File: config.mk
export PLATFORM = sky130hd
export DESIGN_NAME = reg_writeback_queue
export DESIGN_NICKNAME = d
export VERILOG_FILES = /design/src/rtl/reg_writeback_queue.sv
export SDC_FILE = /design/constraint.sdc
export NUM_CORES = 1
export LEC_CHECK = 0
export ABC_AREA = 1
export ABC_CLOCK_PERIOD_IN_PS = 7700
export CAP_MARGIN = 20
export CORE_ASPECT_RATIO = 1.75
export CORE_MARGIN = 3
export CORE_UTILIZATION = 41
export CTS_CLUSTER_DIAMETER = 60
export DETAILED_ROUTE_END_ITERATION = 6
export DONT_BUFFER_PORTS = 1
export HOLD_SLACK_MARGIN = 0.08
export SLEW_MARGIN = 20
export SYNTH_ARGS = -nofsm -noshare
export SYNTH_HDL_FRONTEND = slang
export SYNTH_SLANG_ARGS = --single-unit
File: constraint.sdc
create_clock -name clk -period 7.7 [get_ports clk]
set_input_delay 1.54 -clock clk [delete_from_list [all_inputs] [get_ports clk]]
set_output_delay 1.54 -clock clk [all_outputs]
set_load 0.005 [all_outputs]
File: src/rtl/reg_writeback_queue.sv
// reg_writeback_queue: in-order register file write-back FIFO.
// Accepts results over a valid/ready handshake and drains one write per
// cycle to the register file port. A combinational lookup lets the read
// stage forward still-queued data (youngest match wins).
// Optional feature macro: WB_COALESCE_EN -- an incoming result whose address
// matches the youngest queued entry overwrites that entry in place.
module reg_writeback_queue #(
  parameter int unsigned ADD_BITS = 3,
  parameter int unsigned DEPTH    = 4
) (
  input  logic                       clk,
  input  logic                       rst,
  input  logic                       in_valid,
  output logic                       in_ready,
  input  logic [ADD_BITS-1:0]        in_addr,
  input  logic [31:0]                in_data,
  input  logic                       hold,
  output logic [ADD_BITS-1:0]        wa,
  output logic                       we,
  output logic [31:0]                wd,
  input  logic [ADD_BITS-1:0]        look_addr,
  output logic                       look_hit,
  output logic [31:0]                look_data,
  output logic [$clog2(DEPTH):0]     count,
  output logic                       empty,
  output logic                       full
);

  localparam int unsigned PTR_W = $clog2(DEPTH);
  localparam int unsigned CNT_W = PTR_W + 1;

  // Entry storage (not reset) and queue bookkeeping.
  logic [ADD_BITS-1:0] r_addr [DEPTH];
  logic [31:0]         r_data [DEPTH];
  logic [PTR_W-1:0]    r_head;
  logic [PTR_W-1:0]    r_tail;
  logic [CNT_W-1:0]    r_count;

  logic                w_empty;
  logic                w_full;
  logic                w_pop;
  logic                w_push;
  logic                w_coal;
  logic                w_look_hit;
  logic [31:0]         w_look_data;

  assign w_empty = (r_count == CNT_W'(0));
  assign w_full  = (r_count == CNT_W'(DEPTH));

  // A pop happens on every cycle the write port is enabled.
  assign w_pop = !w_empty && !hold && !rst;

`ifdef WB_COALESCE_EN
  logic [PTR_W-1:0] w_young;
  logic             w_coal_wr;

  // Youngest occupied slot sits just behind the tail.
  assign w_young = r_tail - PTR_W'(1);

  // Coalesce only into an entry that is not leaving this cycle.
  assign w_coal = !w_empty && (in_addr == r_addr[w_young]) &&
                  !((r_count == CNT_W'(1)) && w_pop);

  assign in_ready  = (!w_full || w_coal) && !rst;
  assign w_coal_wr = in_valid && in_ready && w_coal;
`else
  assign w_coal   = 1'b0;
  assign in_ready = !w_full && !rst;
`endif

  assign w_push = in_valid && in_ready && !w_coal;

  // Pointer and occupancy update; push and pop together leave count unchanged.
  always_ff @(posedge clk) begin
    if (rst) begin
      r_head  <= '0;
      r_tail  <= '0;
      r_count <= '0;
    end else begin
      if (w_push) begin
        r_tail <= r_tail + PTR_W'(1);
      end
      if (w_pop) begin
        r_head <= r_head + PTR_W'(1);
      end
      case ({w_push, w_pop})
        2'b10:   r_count <= r_count + CNT_W'(1);
        2'b01:   r_count <= r_count - CNT_W'(1);
        default: r_count <= r_count;
      endcase
    end
  end

  // Entry write: new entry at the tail, or in-place data update when coalescing.
  always_ff @(posedge clk) begin
    if (w_push) begin
      r_addr[r_tail] <= in_addr;
      r_data[r_tail] <= in_data;
    end
`ifdef WB_COALESCE_EN
    else if (w_coal_wr) begin
      r_data[w_young] <= in_data;
    end
`endif
  end

  // Forwarding lookup: scan oldest to youngest so the youngest match wins.
  always_comb begin
    w_look_hit  = 1'b0;
    w_look_data = '0;
    for (int i = 0; i < DEPTH; i++) begin
      if ((CNT_W'(i) < r_count) &&
          (r_addr[r_head + PTR_W'(i)] == look_addr)) begin
        w_look_hit  = 1'b1;
        w_look_data = r_data[r_head + PTR_W'(i)];
      end
    end
  end

  assign look_hit  = w_look_hit;
  assign look_data = w_look_data;

  // Write port always presents the head entry; we qualifies it.
  assign we    = w_pop;
  assign wa    = r_addr[r_head];
  assign wd    = r_data[r_head];

  assign count = r_count;
  assign empty = w_empty;
  assign full  = w_full;

endmodule

==> impl_metrics.csv, run 1 <==
group,metric,value,unit
clocking,cts_root_buf,"sky130_fd_sc_hd__clkbuf_16",
worst_setup_path,worstPathMaxFanout,35,
power,ir_drop,0.131,mV
global_routing,pin_count_of_the_biggest_net_entering_global_routing,108,
floorplanning,dieWidth,122,um
clocking,cts_buffers,17,
detailed_routing,first_pass_iters,6,
worst_setup_path,timing.critical_path.arrival,4.45,ns
sta,final_period_minus_worst_setup_slack,5.99,ns
cells_and_area,area_growth_syn_to_layout,8.26,%
synth,yosysWarnings,0,
cells_and_area,final_design_area_no_fill,10500,um^2
flow_run,max_cap_violations,0,
clocking,htreeDepth,4,
sta,total_count_of_max_transition_violations_in_the_final_report,0,
floorplanning,die_area,25600,um^2
power,cellInternalPower,0.00163,W
worst_setup_path,timing.rr.start,"r_head[0]$_SDFFE_PP0P_",
worst_setup_path,crit_path_start_kind,"flop",
synth,yosysTopAreaCellShare,0.433,
power,comb_power_share,0.304,
global_routing,globalRoute.totalOverflow,0,
sta,skew,0.00865,ns
power,switching_share,0.364,
synth,synthesis.area_per_instance,7.29,um^2
detailed_routing,routedWlPerCell,19.7,um
detailed_routing,drt_iter0_drc,758,
global_routing,vias_in_the_first_global_route,8760,
cells_and_area,finish.cell_count_without_fillers,1594,
synth,synthesis.instances,1332,
synth,synth_edf_count,140,
power,netSwitchingPower,0.000934,W
place,placed_cells,1563,
power,power.share.sequential,0.369,
clocking,worst_setup_hold_path_clk_slew,0.06,ns
sta,summed_negative_setup_slack_over_all_endpoints,0,ns
worst_setup_path,setup_crit_end_kind,"output port",
synth,synth_area,9710,um^2
sta,report.final.hold_viol_count,0,
clocking,ctsHoldBuffers,0,
clocking,clockBufferDepth,2,
synth,synth_top_cells_by_count,"sky130_fd_sc_hd__nand2_1 (390), sky130_fd_sc_hd__o21ai_0 (170), sky130_fd_sc_hd__inv_1 (157), sky130_fd_sc_hd__nand3_1 (145), sky130_fd_sc_hd__edfxtp_1 (140)",
power,power.clock.fraction,0.327,
global_routing,antenna_violations_before_repair,0,
power,power_density,244,nW/um^2
sta,max_freq,167,MHz
synth,netlist-cell-type-count,23,
synth,synth_nets,1383,
floorplanning,die_height,210,um
sta,maxSlewHeadroom,0.324,
place,detailed_place.area,9930,um^2
synth,synth_ff_type,"sky130_fd_sc_hd__edfxtp_1",
min_path,hp-start,"r_tail[1]$_SDFFE_PP0P_",
cells_and_area,nets,1333,
clocking,clock_latency_on_the_worst_skew_pair,0.43,ns
worst_setup_path,crit_required,6.16,ns
outcome,outcome,"completed",
clocking,cts_setup_buffers,0,
sta,timing_worst_slew_pin_value,1.01,ns
clocking,post_cts_resized,0,
detailed_routing,vias_post_dr,9064,
detailed_routing,antenna_left,0,
worst_setup_path,criticalPathCategory,"reg2out",
floorplanning,initial_utilization,0.422,
cells_and_area,final.fill_count,2345,
global_routing,global_route_wire_length_before_repair,48.2,mm
synth,yosysTopAreaCell,"sky130_fd_sc_hd__edfxtp_1",
place,placer_congestion,0.874,
floorplanning,core-area,23000,um^2
detailed_routing,via_per_inst,5.69,
synth,synth.area.top_cells,"sky130_fd_sc_hd__edfxtp_1 (43%), sky130_fd_sc_hd__nand2_1 (15%), sky130_fd_sc_hd__o21ai_0 (8.8%)",
cells_and_area,insertedDiodeCount,0,
cells_and_area,post_route_cells_drive_above_1_share,0.0541,
detailed_routing,drt-total-wl,31.4,mm
worst_setup_path,startpoint,"r_head[0]$_SDFFE_PP0P_",
synth,async_flop_share,0,
global_routing,grtUsageTotal,0.246,
sta,finalCritPeriodShare,0.778,
synth,synth.ff_latch_count,149,
sta,setup_viol_count_final,0,
clocking,tritoncts,"yes",
synth,dominant_cell_by_count_in_the_synthesized_netlist,"sky130_fd_sc_hd__nand2_1",
place,detailed_place_hpwl,19.5,mm
floorplanning,num_rows,73,
sta,grt_setup_unrepaired,"no",
power,p_leak,4.47,nW
floorplanning,top_level_i_o_count,117,
min_path,worst_hold_path_type,"reg2reg",
clocking,tritoncts_num_sinks,149,
synth,synth.yosys.seq_area_share,0.452,
place,io_buffers,0,
detailed_routing,drcViolationCount,0,
## flip-flops by register name, summed over array words and instances, names as in the netlist, named ones only
register and cells:
r_data 128, r_addr 12, count 3, r_head 2, r_tail 2
## layout make-up
class / instances / area (um^2) / share of cell area
clock buffer: 19 / 433 / 0.0412
tap: 300 / 375 / 0.0357
timing repair buffer: 23 / 173 / 0.0164
inverter: 159 / 597 / 0.0568
clock inverter: 12 / 153 / 0.0145
multi-input combinational: 932 / 4390 / 0.418
sequential: 149 / 4390 / 0.417
## power by group through the flow
stage          logic [W]  registers (W)  clock network [W]
2_1_floorplan   0.000571       0.000945                  0
3_3_place_gp    0.000767       0.000963                  0
3_5_place_dp    0.000776       0.000963                  0
4_1_cts         0.000778       0.000946           0.000850
5_1_grt         0.000873       0.000951           0.000886
6_report        0.000780       0.000947           0.000840
## path summary, 6_finish.rpt
path,to,slack [ns],depth (start not counted)
worst max register to register,r_head[1]$_SDFFE_PP0P_,5.13,4
worst max-delay path,look_data[28],1.71,15
worst min-delay path,r_tail[1]$_SDFFE_PP0P_,0.53,2
worst min register to register,r_tail[1]$_SDFFE_PP0P_,0.53,2
## cells by family (layout without fill, tap and decap cells)
family                   count (synthesis)  after routing  share of synthesized area
flip-flops                             149            149                      0.452
adder cells (fa/ha/maj)                  9              9                     0.0116
AO/OA/AOI/OAI                          344            344                      0.191
XOR/XNOR                                 3              3                    0.00271
AND/OR/NAND/NOR                        576            576                      0.244
buffers and inverters                  251            213                     0.0999
## per-layer routing
layer	global-route usage	part of all wire	wire, um
met1	0.279	0.36	11400
met2	0.430	0.51	16000
met3	0.0604	0.086	2710
met4	0.113	0.038	1210
met5	0	0	0
## through the flow
step                total power [W]  hold WS, ns   util  worst slack [ns]
floorplan                   0.00152        0.490      -              3.57
global placement            0.00173        0.528  0.431              2.29
detailed placement          0.00174        0.524  0.431              2.20
CTS                         0.00257        0.533  0.457              1.74
global route                0.00271        0.563  0.457              1.38
finish                      0.00257        0.528  0.457              1.71
## cells in the final DEF, fill, tap and decap left out
cell type,synthesis,routed
sky130_fd_sc_hd__ha_1,9,9
sky130_fd_sc_hd__clkinvlp_4,0,2
sky130_fd_sc_hd__o22ai_1,12,12
sky130_fd_sc_hd__nor2_2,5,7
sky130_fd_sc_hd__dfxtp_4,0,1
sky130_fd_sc_hd__xor2_1,3,3
sky130_fd_sc_hd__dfxtp_1,9,8
sky130_fd_sc_hd__clkbuf_16,0,17
sky130_fd_sc_hd__clkinv_4,0,1
sky130_fd_sc_hd__clkinv_1,0,2
sky130_fd_sc_hd__nand4_1,1,1
sky130_fd_sc_hd__a211oi_1,12,12
sky130_fd_sc_hd__edfxtp_1,140,140
sky130_fd_sc_hd__clkinv_2,0,1
sky130_fd_sc_hd__o2111ai_1,1,1
sky130_fd_sc_hd__bufinv_16,0,3
sky130_fd_sc_hd__a21oi_1,127,127
sky130_fd_sc_hd__inv_1,157,155
sky130_fd_sc_hd__inv_6,0,3
sky130_fd_sc_hd__nand3_1,145,145
sky130_fd_sc_hd__o21ai_0,170,170
sky130_fd_sc_hd__clkbuf_1,62,2
sky130_fd_sc_hd__o221ai_1,20,20
sky130_fd_sc_hd__inv_2,2,4
sky130_fd_sc_hd__buf_4,0,23
sky130_fd_sc_hd__a21boi_0,1,1
sky130_fd_sc_hd__nor2_4,0,4
sky130_fd_sc_hd__o21a_1,1,1
sky130_fd_sc_hd__nand2_2,3,4
sky130_fd_sc_hd__nor2_1,32,26
sky130_fd_sc_hd__nand2_1,390,389
## worst max-delay path: stages (launching register included)
cell	delay, ns
sky130_fd_sc_hd__dfxtp_4	0.44
sky130_fd_sc_hd__inv_1	0.30
sky130_fd_sc_hd__nand2_1	0.47
sky130_fd_sc_hd__nand2_2	0.21
sky130_fd_sc_hd__buf_4	0.34
sky130_fd_sc_hd__nand2_1	0.11
sky130_fd_sc_hd__nand3_1	0.08
sky130_fd_sc_hd__nand2_1	0.07
sky130_fd_sc_hd__nor2_2	0.10
sky130_fd_sc_hd__buf_4	0.42
sky130_fd_sc_hd__nand2_1	0.62
sky130_fd_sc_hd__buf_4	0.44
sky130_fd_sc_hd__nand3_1	0.09
sky130_fd_sc_hd__nand3_1	0.07
sky130_fd_sc_hd__nand2_1	0.13
sky130_fd_sc_hd__nand2_1	0.08
No activity file was read; power rests on OpenSTA's default activity.
==> inputs of run 2 (changes only) <==
- ABC_CLOCK_PERIOD_IN_PS: 7700 -> 5900
- clock period: 7.7 -> 5.9 ns (I/O delays scaled with it)
==> impl_metrics.csv, run 2 (synthesized netlist as in run 1, its figures left out) <==
group,metric,value,unit
global_routing,globalRoute.totalOverflow,0,
worst_setup_path,worstPathMaxFanout,19,
global_routing,antenna_violations_before_repair,0,
worst_setup_path,setup_crit_end_kind,"output port",
power,netSwitchingPower,0.00124,W
sta,grt_setup_unrepaired,"no",
clocking,cts_setup_buffers,0,
detailed_routing,drt_iter0_drc,695,
worst_setup_path,worstPathBufferInverterCount,3,
detailed_routing,vias_post_dr,9095,
place,placed_cells,1565,
cells_and_area,nets,1335,
power,power.share.sequential,0.355,
worst_setup_path,cpMaxStageDelayCell,"sky130_fd_sc_hd__nor2_2",
floorplanning,num_rows,73,
sta,setup_viol_count_final,0,
cells_and_area,final_cell_mix,"sky130_fd_sc_hd__nand2_1 (389), sky130_fd_sc_hd__o21ai_0 (170), sky130_fd_sc_hd__inv_1 (155)",
min_path,hp-start,"r_tail[1]$_SDFFE_PP0P_",
detailed_routing,drt-total-wl,31.6,mm
sta,skew,0.00866,ns
clocking,worst_setup_hold_path_clk_slew,0.06,ns
global_routing,global_route_wire_length_before_repair,48.0,mm
floorplanning,top_level_i_o_count,117,
floorplanning,die_height,210,um
clocking,tritoncts_num_sinks,149,
sta,total_count_of_max_transition_violations_in_the_final_report,0,
worst_setup_path,timing.critical_path.arrival,3.52,ns
sta,maxSlewHeadroom,0.380,
detailed_routing,routedWlPerCell,19.8,um
clocking,tritoncts,"yes",
sta,summed_negative_setup_slack_over_all_endpoints,0,ns
min_path,worst_hold_end,"r_tail[1]$_SDFFE_PP0P_",
cells_and_area,finish.cell_count_without_fillers,1597,
flow_run,max_cap_violations,0,
clocking,htreeDepth,4,
worst_setup_path,timing.rr.start,"count[0]$_SDFFE_PP0P_",
cells_and_area,post_route_cells_drive_above_1_share,0.0578,
detailed_routing,via_per_inst,5.70,
global_routing,vias_in_the_first_global_route,8794,
power,power.clock.fraction,0.343,
detailed_routing,first_pass_iters,6,
detailed_routing,drcViolationCount,0,
place,detailed_place_hpwl,19.5,mm
place,placer_congestion,0.889,
cells_and_area,layout.cells.most_common,"sky130_fd_sc_hd__nand2_1",
sta,max_freq,213,MHz
detailed_routing,antenna_left,0,
power,power_density,328,nW/um^2
cells_and_area,largest_reg_flops,128,
power,switching_share,0.357,
worst_setup_path,ff2ff_setup_slack,3.01,ns
cells_and_area,registers.top_by_ff_count,"r_data",
worst_setup_path,r2r.worst_path.cells,8,
sta,report.final.hold_viol_count,0,
sta,finalCritPeriodShare,0.797,
cells_and_area,final.fill_count,2274,
power,comb_power_share,0.303,
clocking,clock_latency_on_the_worst_skew_pair,0.42,ns
power,p_leak,4.51,nW
min_path,worst_hold_path_type,"reg2reg",
power,ir_drop,0.186,mV
global_routing,grtUsageTotal,0.245,
worst_setup_path,criticalPathCategory,"reg2out",
floorplanning,die_area,25600,um^2
worst_setup_path,rr_endpoint,"r_data[2][2]$_DFFE_PP_",
worst_setup_path,critical_path.cell_chain,"inv_2 > nor2_2 > a21oi_1 > a21oi_1 > nor2_2 > nand2_1 > buf_4 > o2111ai_1 > buf_4",
outcome,outcome,"completed",
clocking,clockBufferDepth,2,
floorplanning,core-area,23000,um^2
worst_setup_path,crit_path_start_kind,"flop",
power,power.total,0.00347,W
clocking,cts_buffers,17,
sta,timing_worst_slew_pin_value,0.929,ns
power,cellInternalPower,0.00223,W
worst_setup_path,critPathTopFamily,"simple AND/OR/NAND/NOR gates",
sta,final_period_minus_worst_setup_slack,4.70,ns
clocking,cts_root_buf,"sky130_fd_sc_hd__clkbuf_16",
place,io_buffers,0,
floorplanning,initial_utilization,0.422,
clocking,ctsHoldBuffers,0,
cells_and_area,post-route-util,0.460,
global_routing,pin_count_of_the_biggest_net_entering_global_routing,101,
cells_and_area,area_growth_syn_to_layout,9.07,%
floorplanning,dieWidth,122,um
worst_setup_path,crit_required,4.72,ns
min_path,hold_crit_depth,2,
clocking,post_cts_resized,0,
cells_and_area,insertedDiodeCount,0,
worst_setup_path,slowest_cell_delay_on_critical_path,0.68,ns
[run 2: cell types whose count changed in the layout (fill, tap and decap cells not counted)]
| cell | before | now |
|---|---|---|
| sky130_fd_sc_hd__clkinv_2 | 1 | 3 |
| sky130_fd_sc_hd__bufinv_16 | 3 | 5 |
| sky130_fd_sc_hd__inv_2 | 4 | 3 |
| sky130_fd_sc_hd__inv_6 | 3 | 1 |
| sky130_fd_sc_hd__clkbuf_8 | 0 | 1 |
| sky130_fd_sc_hd__buf_4 | 23 | 25 |
| sky130_fd_sc_hd__clkinv_1 | 2 | 0 |
| sky130_fd_sc_hd__clkinv_4 | 1 | 2 |
[run 2: worst register-to-register path, stage by stage (launching register included)]
cell	delay (ns)
sky130_fd_sc_hd__dfxtp_1	0.45
sky130_fd_sc_hd__inv_1	0.12
sky130_fd_sc_hd__ha_1	0.24
sky130_fd_sc_hd__nand2_1	0.07
sky130_fd_sc_hd__inv_1	0.06
sky130_fd_sc_hd__nor2_1	0.15
sky130_fd_sc_hd__nand2_1	0.33
sky130_fd_sc_hd__nor2_4	0.69
sky130_fd_sc_hd__buf_4	0.45
[run 2: per-stage QoR]
stage / area (um^2) / setup slack, ns / hold WS, ns
3_5_place_dp: 9940 / 1.68 / 0.536
3_3_place_gp: 9940 / 1.74 / 0.532
6_report: 10600 / 1.20 / 0.543
5_1_grt: 10600 / 0.992 / 0.579
2_1_floorplan: 9710 / 2.45 / 0.490
4_1_cts: 10600 / 1.22 / 0.546
[run 2: how the worst max path moves through the flow]
stage | slack (ns) | end | depth (start not counted) | startpoint
finish | 1.20 | look_hit | 9 | r_head[1]$_SDFFE_PP0P_
floorplan | 2.45 | r_addr[0][0]$_DFFE_PP_ | 3 | rst
detailed placement | 1.68 | look_hit | 8 | r_head[0]$_SDFFE_PP0P_
global placement | 1.74 | look_hit | 8 | r_head[0]$_SDFFE_PP0P_
global route | 0.99 | look_hit | 9 | r_head[1]$_SDFFE_PP0P_
CTS | 1.22 | look_hit | 8 | r_head[0]$_SDFFE_PP0P_
[run 2: metal layers]
metal | GRT usage | vias up | routed length, um | share of wire
met5 | 0 | - | 0 | 0
met4 | 0.119 | 0 | 1180 | 0.037
met3 | 0.0617 | 78 | 2730 | 0.086
met2 | 0.443 | 407 | 16500 | 0.52
met1 | 0.261 | 4238 | 11100 | 0.35
li1 | - | 4372 | - | -
[run 2: cell type report]
cell class	count	area (um^2)	area share
multi-input cells	932	4390	0.415
flip-flops and latches	149	4390	0.414
inverters	159	598	0.0565
clock buffers	20	447	0.0422
well taps	300	375	0.0354
clock inverters	12	201	0.0190
repair buffers	25	188	0.0177
[run 2: power by group through the flow]
| stage | Combinational [W] | Sequential, W | Clock (W) |
|---|---|---|---|
| after floorplan | 0.000746 | 0.00123 | 0 |
| final | 0.00105 | 0.00123 | 0.00119 |
| after detailed placement | 0.00104 | 0.00125 | 0 |
| after CTS | 0.00104 | 0.00123 | 0.00120 |
| after global routing | 0.00116 | 0.00124 | 0.00124 |
| after global placement | 0.00103 | 0.00125 | 0 |
==> inputs of run 3 (changes only) <==
- ABC_CLOCK_PERIOD_IN_PS: 5900 -> 3900
- clock period: 5.9 -> 3.9 ns (I/O delays scaled with it)
==> impl_metrics.csv, run 3 (synthesized netlist as in run 1, its figures left out) <==
group,metric,value,unit
cells_and_area,final_design_area_no_fill,10900,um^2
floorplanning,initial_utilization,0.422,
sta,summed_negative_setup_slack_over_all_endpoints,0,ns
clocking,clock_latency_on_the_worst_skew_pair,0.42,ns
detailed_routing,first_pass_iters,7,
place,placer_congestion,0.934,
cells_and_area,registers.top_by_ff_count,"r_data",
worst_setup_path,criticalPathCategory,"reg2out",
detailed_routing,antenna_left,0,
clocking,ctsHoldBuffers,0,
detailed_routing,via_per_inst,5.68,
cells_and_area,layout.cells.most_common,"sky130_fd_sc_hd__nand2_1",
worst_setup_path,setup_crit_end_kind,"output port",
cells_and_area,post_route_cells_drive_above_1_share,0.0866,
clocking,cts_buffers,17,
power,comb_power_share,0.333,
worst_setup_path,crit_required,3.12,ns
clocking,cts_root_buf,"sky130_fd_sc_hd__clkbuf_16",
place,io_buffers,0,
worst_setup_path,crit_path_frequent_cell,"sky130_fd_sc_hd__nand2_1",
power,power_density,480,nW/um^2
clocking,worst_setup_hold_path_clk_slew,0.06,ns
global_routing,grtUsageTotal,0.249,
clocking,clockBufferDepth,2,
outcome,outcome,"finished with violations",
clocking,cts_setup_buffers,0,
global_routing,globalRoute.totalOverflow,0,
floorplanning,core-area,23000,um^2
place,detailed_place_hpwl,20.9,mm
clocking,post_cts_resized,0,
cells_and_area,insertedDiodeCount,0,
detailed_routing,routedWlPerCell,19.7,um
floorplanning,die_height,210,um
detailed_routing,drt-total-wl,32.2,mm
cells_and_area,final_cell_mix,"sky130_fd_sc_hd__nand2_1 (389), sky130_fd_sc_hd__o21ai_0 (170), sky130_fd_sc_hd__inv_1 (155)",
worst_setup_path,slowest_cell_delay_on_critical_path,0.41,ns
place,detailed_place.area,10300,um^2
clocking,tritoncts,"yes",
worst_setup_path,crit_path_start_kind,"flop",
floorplanning,die_area,25600,um^2
outcome,violated_checks,"DRC",
power,power.share.sequential,0.354,
min_path,worst_hold_path_type,"in2reg",
sta,max_freq,275,MHz
sta,report.final.hold_viol_count,0,
sta,grt_setup_unrepaired,"no",
global_routing,global_route_wire_length_before_repair,48.1,mm
sta,final_period_minus_worst_setup_slack,3.63,ns
worst_setup_path,critical_path.cell_chain,"inv_1 > nand2_1 > nand2_2 > nand2_1 > nand3_1 > nand2_1 > nor2_2 > buf_4 > nand2_1 > buf_4 > o2111ai_1 > buf_4",
sta,maxSlewHeadroom,0.309,
floorplanning,num_rows,73,
worst_setup_path,cpMaxStageDelayCell,"sky130_fd_sc_hd__dfxtp_4",
detailed_routing,drt_iter0_drc,630,
sta,total_count_of_max_transition_violations_in_the_final_report,0,
power,p_leak,4.71,nW
global_routing,vias_in_the_first_global_route,8879,
power,power.clock.fraction,0.313,
power,switching_share,0.361,
global_routing,antenna_violations_before_repair,0,
detailed_routing,drcViolationCount,1,
floorplanning,top_level_i_o_count,117,
place,placed_cells,1607,
sta,finalCritPeriodShare,0.932,
flow_run,max_cap_violations,0,
cells_and_area,largest_reg_flops,128,
cells_and_area,nets,1378,
clocking,tritoncts_num_sinks,149,
global_routing,pin_count_of_the_biggest_net_entering_global_routing,113,
clocking,htreeDepth,4,
sta,setup_viol_count_final,0,
power,cellInternalPower,0.00335,W
cells_and_area,area_growth_syn_to_layout,12.6,%
sta,hold_slack,0.418,ns
power,netSwitchingPower,0.00189,W
sta,timing_worst_slew_pin_value,1.04,ns
worst_setup_path,timing.critical_path.arrival,2.85,ns
worst_setup_path,worstPathMaxFanout,18,
sta,skew,0.00610,ns
power,ir_drop,0.268,mV
cells_and_area,finish.cell_count_without_fillers,1640,
floorplanning,dieWidth,122,um
detailed_routing,vias_post_dr,9323,
==> run 3: changes by cell type in the layout (fill, tap and decap cells not counted) <==
cell / change
sky130_fd_sc_hd__buf_4: +37
sky130_fd_sc_hd__buf_12: +6
sky130_fd_sc_hd__bufinv_16: -2
sky130_fd_sc_hd__clkinv_1: +2
sky130_fd_sc_hd__clkbuf_8: -1
sky130_fd_sc_hd__clkinv_2: -1
sky130_fd_sc_hd__clkinv_4: +1
sky130_fd_sc_hd__inv_2: +1
==> run 3: final cells by class <==
class / instances / area (um^2)
clock buffers: 19 / 433
clock inverters: 13 / 158
fillers: 2278 / 12100
inverters: 159 / 597
multi-input cells: 932 / 4390
flip-flops and latches: 149 / 4390
well taps: 300 / 375
repair buffers: 68 / 586
==> run 3: path summary, 6_finish.rpt <==
check	cells after the start	from	slack [ns]	end
setup / recovery	12	r_head[0]$_SDFFE_PP0P_	0.27	look_hit
setup reg to reg	8	count[0]$_SDFFE_PP0P_	1.29	r_data[2][25]$_DFFE_PP_
hold reg to reg	2	r_tail[1]$_SDFFE_PP0P_	0.55	r_tail[1]$_SDFFE_PP0P_
hold / removal	1	rst	0.42	count[0]$_SDFFE_PP0P_
==> run 3: per-layer routing <==
metal,global-route usage,share of wire,vias to the layer above
li1,-,-,4460
met1,0.252,0.35,4340
met2,0.466,0.53,418
met3,0.0512,0.073,105
met4,0.135,0.046,0
met5,0,0,-
==> run 3: power by group through the flow <==
| stage | combinational [W] | clock [W] | sequential, W |
|---|---|---|---|
| after detailed placement | 0.00172 | 0 | 0.00189 |
| after global routing | 0.00193 | 0.00173 | 0.00186 |
| after global placement | 0.00171 | 0 | 0.00189 |
| final | 0.00175 | 0.00164 | 0.00185 |
| after floorplan | 0.00113 | 0 | 0.00187 |
| after CTS | 0.00173 | 0.00166 | 0.00186 |
==> run 3: critical path, delay by kind of cell, from the launching register on <==
family,cells,cell delay (ns)
buffers and inverters,4,0.94
DFF,1,0.41
and+or+nand+nor,7,0.88
AOI/OAI and AO/OA,1,0.18
==> run 3: through the flow <==
stage | utilization | worst slack [ns] | total power (W)
2_1_floorplan | - | 0.834 | 0.00299
3_3_place_gp | 0.449 | 0.702 | 0.00360
3_5_place_dp | 0.449 | 0.699 | 0.00361
4_1_cts | 0.475 | 0.237 | 0.00524
5_1_grt | 0.475 | 0.0796 | 0.00551
6_report | 0.475 | 0.266 | 0.00525
